## config.mk

```make
export PLATFORM = sky130hd
export DESIGN_NAME = serial_add_sub_flat
export DESIGN_NICKNAME = d
export VERILOG_FILES = /design/src/rtl/serial_add_sub_if.sv /design/src/rtl/serial_add_sub.sv /design/src/flat_wrapper.sv
export SDC_FILE = /design/constraint.sdc
export NUM_CORES = 1
export LEC_CHECK = 0
export BUFFER_PORTS_ARGS = -buffer_cell sky130_fd_sc_hd__buf_2
export CORE_MARGIN = 4
export CORE_UTILIZATION = 57
export CTS_BUF_LIST = sky130_fd_sc_hd__clkbuf_8
export DETAILED_ROUTE_END_ITERATION = 16
export GPL_TIMING_DRIVEN = 0
export PLACE_DENSITY = 0.81
export SYNTH_ARGS = -nofsm -noshare
export SYNTH_HDL_FRONTEND = slang
export SYNTH_SLANG_ARGS = --single-unit
export TNS_END_PERCENT = 50
```

## constraint.sdc

```tcl
create_clock -name clk -period 1.5 [get_ports clk]
set_input_delay 0.3 -clock clk [delete_from_list [all_inputs] [get_ports clk]]
set_output_delay 0.3 -clock clk [all_outputs]
set_load 0.02 [all_outputs]
```

## src/rtl/serial_add_sub_if.sv

```systemverilog
// Operand/result bundle for the bit-serial adder/subtractor.
// The master issues start with operands and mode; the slave returns
// status, the parallel result, carry/borrow and a completion pulse.
interface serial_add_sub_if #(
  parameter int WIDTH = 8
);
  logic             start;
  logic             k;
  logic [WIDTH-1:0] a;
  logic [WIDTH-1:0] b;
  logic             ready;
  logic             busy;
  logic [WIDTH-1:0] s;
  logic             c;
  logic             done;

  modport master (
    output start, k, a, b,
    input  ready, busy, s, c, done
  );

  modport slave (
    input  start, k, a, b,
    output ready, busy, s, c, done
  );
endinterface

```

## src/rtl/serial_add_sub.sv

```systemverilog
// Bit-serial N-bit adder/subtractor: one 1-bit add/sub cell plus a
// carry/borrow flop, fed LSB first from operand shift registers.
// The result is assembled MSB-inward and published on the completion edge.
module serial_add_sub #(
  parameter int WIDTH = 8,
  parameter int CNT_W = $clog2(WIDTH + 1)
) (
  input logic            clk,
  input logic            rst_n,
  serial_add_sub_if.slave bus
);

  typedef enum logic [1:0] {
    IDLE,
    RUN,
    DONE
  } state_t;

  state_t             state_q;
  logic [WIDTH-1:0]   aShift_q;
  logic [WIDTH-1:0]   bShift_q;
  logic [WIDTH-2:0]   partial_q;
  logic               carry_q;
  logic               mode_q;
  logic [CNT_W-1:0]   count_q;
  logic [WIDTH-1:0]   sOut_q;
  logic               cOut_q;
  logic               done_q;

  logic               ai;
  logic               bi;
  logic               ci;
  logic               sumBit_d;
  logic               carry_d;
  logic [WIDTH-1:0]   result_d;
  logic [CNT_W-1:0]   count_d;

  // The 1-bit add/sub cell: sum bit and next carry (or borrow) for this step.
  always_comb begin
    ai       = aShift_q[0];
    bi       = bShift_q[0];
    ci       = carry_q;
    sumBit_d = ai ^ bi ^ ci;
    if (mode_q) begin
      carry_d = (~ai & bi) | (~(ai ^ bi) & ci);
    end else begin
      carry_d = (ai & bi) | (ai & ci) | (bi & ci);
    end
    result_d = {sumBit_d, partial_q};
    count_d  = count_q + CNT_W'(1);
  end

  // Sequencer: accept operands, step the cell once per edge, publish the result.
  always_ff @(posedge clk or negedge rst_n) begin
    if (!rst_n) begin
      state_q   <= IDLE;
      aShift_q  <= '0;
      bShift_q  <= '0;
      partial_q <= '0;
      carry_q   <= 1'b0;
      mode_q    <= 1'b0;
      count_q   <= '0;
      sOut_q    <= '0;
      cOut_q    <= 1'b0;
      done_q    <= 1'b0;
    end else begin
      case (state_q)
        IDLE: begin
          done_q <= 1'b0;
          if (bus.start) begin
            aShift_q <= bus.a;
            bShift_q <= bus.b;
            mode_q   <= bus.k;
            carry_q  <= 1'b0;
            count_q  <= '0;
            state_q  <= RUN;
          end
        end
        RUN: begin
          aShift_q  <= aShift_q >> 1;
          bShift_q  <= bShift_q >> 1;
          partial_q <= result_d[WIDTH-1:1];
          carry_q   <= carry_d;
          count_q   <= count_d;
          if (count_d == CNT_W'(WIDTH)) begin
            sOut_q  <= result_d;
            cOut_q  <= carry_d;
            done_q  <= 1'b1;
            state_q <= DONE;
          end
        end
        DONE: begin
          done_q <= 1'b0;
          if (bus.start) begin
            aShift_q <= bus.a;
            bShift_q <= bus.b;
            mode_q   <= bus.k;
            carry_q  <= 1'b0;
            count_q  <= '0;
            state_q  <= RUN;
          end else begin
            state_q <= IDLE;
          end
        end
        default: begin
          state_q <= IDLE;
          done_q  <= 1'b0;
        end
      endcase
    end
  end

  assign bus.ready = (state_q != RUN);
  assign bus.busy  = (state_q == RUN);
  assign bus.s     = sOut_q;
  assign bus.c     = cOut_q;
  assign bus.done  = done_q;

endmodule

```

## src/flat_wrapper.sv

```systemverilog
// flat-port wrapper written by rule: the top's interface ports become plain ports
module serial_add_sub_flat 
#(
  parameter int WIDTH = 8,
  parameter int CNT_W = $clog2(WIDTH + 1)
)
  (clk, rst_n, bus_start, bus_k, bus_a, bus_b, bus_ready, bus_busy, bus_s, bus_c, bus_done);
  serial_add_sub_if #(.WIDTH(WIDTH)) bus_i ();
  input logic clk;
  input logic rst_n;
  input wire logic [$bits(bus_i.start)-1:0] bus_start;
  input wire logic [$bits(bus_i.k)-1:0] bus_k;
  input wire logic [$bits(bus_i.a)-1:0] bus_a;
  input wire logic [$bits(bus_i.b)-1:0] bus_b;
  output wire logic [$bits(bus_i.ready)-1:0] bus_ready;
  output wire logic [$bits(bus_i.busy)-1:0] bus_busy;
  output wire logic [$bits(bus_i.s)-1:0] bus_s;
  output wire logic [$bits(bus_i.c)-1:0] bus_c;
  output wire logic [$bits(bus_i.done)-1:0] bus_done;
  assign bus_i.start = bus_start;
  assign bus_i.k = bus_k;
  assign bus_i.a = bus_a;
  assign bus_i.b = bus_b;
  assign bus_ready = bus_i.ready;
  assign bus_busy = bus_i.busy;
  assign bus_s = bus_i.s;
  assign bus_c = bus_i.c;
  assign bus_done = bus_i.done;
  serial_add_sub #(.WIDTH(WIDTH), .CNT_W(CNT_W)) u_core (.clk(clk), .rst_n(rst_n), .bus(bus_i));
endmodule
```

[Word-level counts from Yosys, hierarchy flattened]
Index checks and enable logic that the tools add are counted.
Storage, ports and cells
  register bits: 41
  RAM bits: 0
  output and inout port bits: 12
  memory bits (read-only): 0
  memories: 0
  bits in latches: 0
  word-level logic and storage cells: 52
Operators by class
  add/subtract/negate cells: 1
  multiplexer cells: 15
  eq/ne operators: 7
  magnitude comparators: 0
  $mul: 0
  bitwise gates (word level): 12
  div/mod/pow operators: 0
  reduce and logical (&&, ||, !) cells: 7
  shift operators: 0
Operators with widths (number)
  $pmux 8 s2: 2
  $mux 8: 2
  $pmux 4 s2: 1
  $reduce_and 2->1: 4
  $ne 2x1->1 const B: 3
  $pmux 2 s3: 1
  $and 1x1->1: 5
  $mux 1: 5
  $add 4x1->4 const B: 1
  $eq 4x4->1 const B: 1
  $mux 2: 2
  $mux 4: 1
  $or 1x1->1: 3
  $eq 2x1->1 const B: 1
  $eq 2x2->1 const B: 1
  $logic_not 2->1: 1
  $ne 2x2->1 const B: 1
  $not 1->1: 2
  $pmux 1 s2: 1
  $reduce_bool 2->1: 1
  $reduce_or 2->1: 1
  $xor 1x1->1: 2

[Depth between registers and ports, before layout]
Gate-level depths: netlist (run 1).
  depth after elaboration: 6
  mapped depth: 7
  gate-level depth less buffers: 4

[Worst setup path before layout (run 1)]
Ideal clock, no wire load.
  path kind: flip-flop to flip-flop
  from: register u_core.count_q[0]
  to: register u_core.sOut_q[0], in the netlist u_core.bus.s[0]
  slack: 0.074 ns
  data arrival time: 1.301 ns
  library setup time: 0.125 ns
  stages on the path, launching flop included: 4
  clock period less this slack: 1.426 ns
  cells stage by stage: dfrtp_1 -> and3b_4 -> o2111ai_4 -> mux2_2
Between the ends
  word-level cells in the longest chain between the ends: 3
RTL lines
  start, declared: line serial_add_sub.sv:25  | logic [CNT_W-1:0] count_q;
  start signal, assigned: line serial_add_sub.sv:84  | count_q <= count_d;
  $add 4x1->4: line serial_add_sub.sv:50  | count_d = count_q + CNT_W'(1);
  $eq 4x4->1: line serial_add_sub.sv:85  | if (count_d == CNT_W'(WIDTH)) begin
  $reduce_and 2->1 (no source line)
  end signal, assigned: line serial_add_sub.sv:86  | sOut_q <= result_d;
  end, declared: line serial_add_sub.sv:26  | logic [WIDTH-1:0] sOut_q;
Every way passes these cells.
A chain may end at the register's enable or synchronous reset.

[Worst setup path after layout (run 1)]
  from: register u_core.state_q[1]
  to: output bus_ready
Between the ends
  word-level cells in the longest chain between the ends: 1
RTL lines
  start, declared: line serial_add_sub.sv:19  | state_t state_q;
  start signal, assigned: line serial_add_sub.sv:56  | state_q <= IDLE;
  start signal, assigned: line serial_add_sub.sv:76  | state_q <= RUN;
  start signal, assigned: line serial_add_sub.sv:89  | state_q <= DONE;
  $ne 2x1->1: line serial_add_sub.sv:113  | assign bus.ready = (state_q != RUN);
  end, declared: line flat_wrapper.sv:15  | output wire logic [$bits(bus_i.ready)-1:0] bus_ready;
Every way passes these cells.

==> results of run 1 <==
-- critical path, cell delays in order (launching register included) --
cell and delay, ns:
dfrtp_1 0.39, and2b_4 0.27, inv_2 0.05, buf_8 0.11, buf_6 0.12
-- area by class of cell --
class | instances | area [µm²]
tap | 44 | 55.1
fill | 230 | 783
timing repair buffer | 41 | 250
clock inverter | 3 | 65.1
multi-input combinational | 102 | 756
clock buffer | 5 | 68.8
inverter | 5 | 18.8
buffer | 7 | 52.6
sequential | 41 | 1030
-- through the flow --
step	worst slack, ns	hold WS [ns]	instances	setup TNS [ns]
2_1_floorplan	0.0743	0.00441	157	0
3_3_place_gp	-0.0667	0.452	232	-0.248
3_5_place_dp	-0.0867	0.464	232	-0.540
4_1_cts	-0.0448	0.142	247	-0.0463
5_1_grt	-0.0851	0.178	248	-0.278
6_report	-0.0319	0.115	248	-0.0319
-- flip-flops by register name, indices dropped and copies added (netlist names) --
register and flops:
u_core.count_q 4, u_core.bus.c 1, u_core.carry_q 1, u_core.partial_q 7, u_core.aShift_q 8, u_core.bShift_q 8, u_core.mode_q 1, u_core.state_q 2
u_core.bus.done 1, u_core.bus.s 8
-- layout by cell type (no fill, tap or decap), types with 2 or more instances in the layout --
master and n:
buf_4 9, clkbuf_8 5, inv_1 4, bufinv_16 2
mux2i_1 19, mux2_4 2, buf_6 5, mux2_2 5
fa_1 2, o21ai_0 17, a22o_1 2, dfrtp_1 39
nand2_1 22, buf_2 32, nand3_1 17, dfrtp_2 2
-- power by group through the flow --
stage,clock (mW),combinational (mW),sequential [mW]
global placement,0,1.75,1.92
floorplan,0,1.21,2.05
detailed placement,0,1.84,1.96
CTS,1.05,2.01,1.94
global route,1.12,2.26,2.04
finish,1.03,2.02,1.97
-- repair_timing --
action,CTS,global route
buffers inserted,8,2
setup endpoints to repair,18,23
gates resized for setup,11,8
pin swaps,1,1
-- kinds of logic (layout without fill, tap and decap cells) --
logic type / count (synthesis) / count (layout) / synth area share
compound gates: 27 / 27 / 0.103
fa+ha+maj: 3 / 3 / 0.0286
xor+xnor: 1 / 1 / 0.00476
mux: 26 / 26 / 0.146
buf+inv: 14 / 61 / 0.0401
simple gates: 45 / 45 / 0.120
flops: 41 / 41 / 0.557
-- final timing paths --
check                                 endpoint  depth (start not counted)                start
setup / recovery                     bus_ready                          4    u_core.state_q[1]
hold / removal                 u_core.bus.s[0]                          1                rst_n
setup reg to reg               u_core.bus.s[6]                          5    u_core.state_q[1]
hold reg to reg            u_core.partial_q[0]                          2  u_core.partial_q[0]
max in group asynchronous    u_core.state_q[0]                          1                rst_n
min in group clk                 u_core.mode_q                          3                bus_k
-- per-layer routing --
metal	global-route usage	wire length (µm)	vias up
met4	0.0712	54	0
met3	0.0555	201	6
met2	0.324	1830	35
li1	-	-	633
met5	0	0	-
met1	0.237	1490	665
==> results.md, run 1 <==
- Status: finished, violations left
- Failing checks: negative setup slack
- Clk_lat worst skew: just under 0.3 ns
- Post-detail-place hpwl: between 2 and 2.5 mm
- Die width: approximately 65 µm
- Core ar.: 3080 µm²
- Final Hold Viols: 0
- Count leader, synth: dfrtp_1
- First-pass GRT wire length: 6.15 mm
- Final Util: 0.746
- Mean Syn Cell Area: 11.7 µm²
- Seq/Total Area, Yosys: 0.557
- Initial DRC count: 86
- Crit Path Category: register to primary output
- CP Max Fanout: 3
- Tcrit/Tclk final: 1.02
- Total clock sinks: 41
- RSZ-0062 raised after global routing: yes
- Measured slew at the worst slew-check pin: 0.861 ns
- Via count: 1,339
- Number of diodes: 0
- Synth top cells by count: dfrtp_1 (41), nand2_1 (22), mux2i_1 (19), nand3_1 (17), o21ai_0 (17)
- Fmax: 653 MHz
- Port buffer count: 31
- Final routed DRC violation total: 0
- Die area: around 4200 µm²
- Leading area contributor after synthesis: dfrtp_1
- Switching part of the total power: 0.356
- Min Tclk post-route: 1.53 ns
- Syn_nets: 180
- Max rail drop VDD: around 1.2 mV
- # setup viols final: 1
- H-Tree Level Count: 2
- Largest net degree at the start of global routing: 42
- Post-DRT Antenna Nets: 0
- Top cells by area, synth: dfrtp_1 (56%), mux2i_1 (10%), nand3_1 (4.6%), o21ai_0 (4.6%), nand2_1 (4.5%)
- Main synth FF type: dfrtp_1
- Initial Util: 0.598
- Pwr dens: 2180 nW/µm²
- GPL Wtd Cong: 0.737
- Vias in the first global route: about 1,400
- Row count: 20
- Hold Path Class: input port to async pin
- Initial antenna violation count: 0
- # IOs: 32
- Post-synthesis cell area: 1840 µm²
- Design Area, Final: 2290 µm²
- Fin. max-slew vios: 0
- Pwr Total: 5.01 mW
- Via/cell ratio: 5.40
- Seq cells post-synth: 41
- Synth-to-layout area growth: 24.7%
- Share of cells above drive strength 1: 0.358
- R2r setup slk: around 0.020 ns
- PnR worst setup slack: -0.0319 ns
- Wire length per cell: 14.4 µm
- Max Root-Sink Buffers: 2
- Clock root cell: clkbuf_8
- First-pass DRT Iterations: 4
- Number of flops mapped to enable cells by yosys: 0
- Clk slew on worst S/H paths: roughly 0.080 ns
- Placed Area: between 2000 and 2500 µm²
- Req. time, crit path: 1.20 ns
- TritonCTS clock tree: yes
- Final Skew: 0.00650 ns
- Nets: 226
- Flop pwr share: 0.392
- Clock network power share: 0.205
- Critical Path Sink Type: primary output
- Post-CTS Hold Fix Bufs: 0
- Post-synth cell types: 29
- Gate power share: 0.402
- Leak: 1.19 nW
- Switching pwr: 1.79 mW
- Internal: 3.22 mW
- Worst Path Arrival: 1.23 ns
- Max-cap violations: 0
- Total gr overflow: 0
- Total GRT Usage: 0.194
- Yosys top cell area share: 0.557
- Slew margin rel.: 0.426
- CTS Buf Count: 5
- Yosys Warn Count: 0
- Post-synth ARST share: 1.00
- WL final: between 3 and 4 mm
- Die height: 64.8 µm
- Synth Instances: 157
- Worst setup SP type: register
Power figures use the tool's default switching activity.
==> run 2: changes to the inputs <==
==> constraint.sdc (replaced) <==
create_clock -name clk -period 1.5 [get_ports clk]
set_input_delay 0.375 -clock clk [delete_from_list [all_inputs] [get_ports clk]]
set_output_delay 0.375 -clock clk [all_outputs]
set_load 0.02 [all_outputs]
==> run 2 against run 1 <==
  * The flow still finishes with violations (negative setup slack)
  * Power up 5.7%
  * Sequential share of layout area is 1.9 points lower
  * Clock power barely moved
  * Clock skew decreased by 0.0028 ns
  * Maximum frequency down 5.1%
  * Sequential power about the same
  * Routed wire length rose by 7.3%
  * Largest power group unchanged
==> results.md, run 2 (same netlist as run 1, synthesis figures left out) <==
- Status: finished, violations left
- Failing checks: negative setup slack
- Crit Path Category: register to primary output
- Synth-to-layout area growth: 30.3%
- Max-cap violations: 0
- Core ar.: 3080 µm²
- R2r setup slk: -0.08 ns
- Initial DRC count: 83
- # setup viols final: 12
- Filler Cells Inserted: 200
- Max Root-Sink Buffers: 2
- Pwr Total: 5.30 mW
- CP Max Fanout: 3
- First-pass GRT wire length: 6.24 mm
- Final Skew: 0.00365 ns
- GPL Wtd Cong: 0.737
- Worst r2r dst: u_core.bus.s[4]
- Vias in the first global route: 1,385
- Most common cell after layout, fill and taps aside: dfrtp_1
- # IOs: 32
- H-Tree Level Count: 2
- Leak: 1.25 nW
- Slew margin rel.: 0.424
- WL final: about 3.8 mm
- First-pass DRT Iterations: 4
- Post-detail-place hpwl: 2.47 mm
- Fin. max-slew vios: 0
- Final routed DRC violation total: 0
- Initial antenna violation count: 0
- Min Tclk post-route: between 1.5 and 2 ns
- Post-DRT Antenna Nets: 0
- Nets: 231
- CTS Buf Count: 5
- Final Hold Viols: 0
- PnR worst setup slack: -0.115 ns
- Setup TNS: -0.734 ns
- Hold Path Class: input port to async pin
- Via/cell ratio: around 5.4
- Largest net degree at the start of global routing: 42
- Row count: 20
- Number of diodes: 0
- Via count: 1,363
- Worst reg2reg path depth: 7
- Tcrit/Tclk final: 1.08
- Initial Util: 0.598
- Clk slew on worst S/H paths: approximately 0.070 ns
- Req. time, crit path: 1.12 ns
- RR Startpoint: u_core.state_q[0]
- Pwr dens: 2210 nW/µm²
- Die height: 64.8 µm
- Post-CTS Hold Fix Bufs: 0
- TritonCTS clock tree: yes
- Total gr overflow: 0
- Die area: 4200 µm²
- RSZ-0062 raised after global routing: yes
- Hold WS: about 0.19 ns
- Worst setup SP type: register
- Clock root cell: clkbuf_8
- Port buffer count: 31
- Measured slew at the worst slew-check pin: around 0.86 ns
- Total clock sinks: 41
- Critical Path Sink Type: primary output
- Most frequent cells in the layout: dfrtp_1 (39), buf_2 (30), nand2_1 (22)
- Worst Path Arrival: 1.24 ns
- Wire length per cell: about 15 µm
- Crit path to: bus_ready
- Clk_lat worst skew: 0.29 ns
- Max rail drop VDD: 1.26 mV
- Crit path from: u_core.state_q[0]
- Fmax: 619 MHz
- Share of cells above drive strength 1: 0.378
- Die width: 64.8 µm
- Total GRT Usage: 0.197
- Final Util: 0.779
run 2: changes by cell type in the layout (fill, tap and decap cells not counted), moves of 2 or more:
cell | previous run | this run
buf_6 | 5 | 12
o21ai_0 | 17 | 10
o21ai_1 | 1 | 8
mux2_2 | 5 | 0
mux2_4 | 2 | 7
buf_2 | 32 | 30
run 2: per-layer routing:
layer,share of wire,wire (µm),up-vias,GRT usage
li1,-,-,642,-
met1,0.43,1640,681,0.240
met2,0.51,1950,34,0.331
met3,0.051,195,6,0.0555
met4,0.014,55,0,0.0712
met5,0,0,-,0
run 2: worst min-delay path by stage:
stage | start | end | slack, ns | cells after the start
floorplan | rst_n | u_core.aShift_q[0] | 0.08 | 0
global placement | u_core.partial_q[0] | u_core.partial_q[0] | 0.45 | 2
detailed placement | u_core.bus.done | u_core.bus.done | 0.48 | 1
CTS | rst_n | u_core.bus.s[0] | 0.22 | 1
global route | rst_n | u_core.bus.s[3] | 0.25 | 1
finish | rst_n | u_core.bus.s[0] | 0.19 | 1
run 2: layout make-up:
type                       instances  area (µm²)  area share
clock buffer                       5        68.8      0.0287
sequential                        41        1030       0.429
buffer                             8        80.1      0.0334
inverter                           5        18.8     0.00782
timing repair buffer              45         304       0.127
tap                               44        55.1      0.0230
multi-input combinational        102         778       0.324
clock inverter                     3        65.1      0.0271
run 2: power by group:
group | switching, mW | leakage, nW | internal, mW
clock | 0.371 | 0.0681 | 0.661
combinational | 1.15 | 0.674 | 1.15
sequential | 0.360 | 0.512 | 1.61
run 2: what timing repair did:
action / 4_1_cts / 5_1_grt
endpoints found under the setup margin: 18 / 24
pin swaps: 1 / 1
gates cloned: 0 / 0
buffers inserted: 10 / 4
gates resized for setup: 15 / 28
run 2: per-stage QoR:
stage,area [µm²],cells,setup WS (ns)
2_1_floorplan,1840,157,0.0723
3_5_place_dp,2050,232,-0.162
3_3_place_gp,2050,232,-0.142
6_report,2400,253,-0.115
5_1_grt,2400,253,-0.165
4_1_cts,2290,249,-0.113
run 2: critical path, stage by stage (launching register included):
cell and delay, ns:
dfrtp_1 0.39, buf_6 0.12, and2b_4 0.17, inv_2 0.07
buf_8 0.10, buf_6 0.10
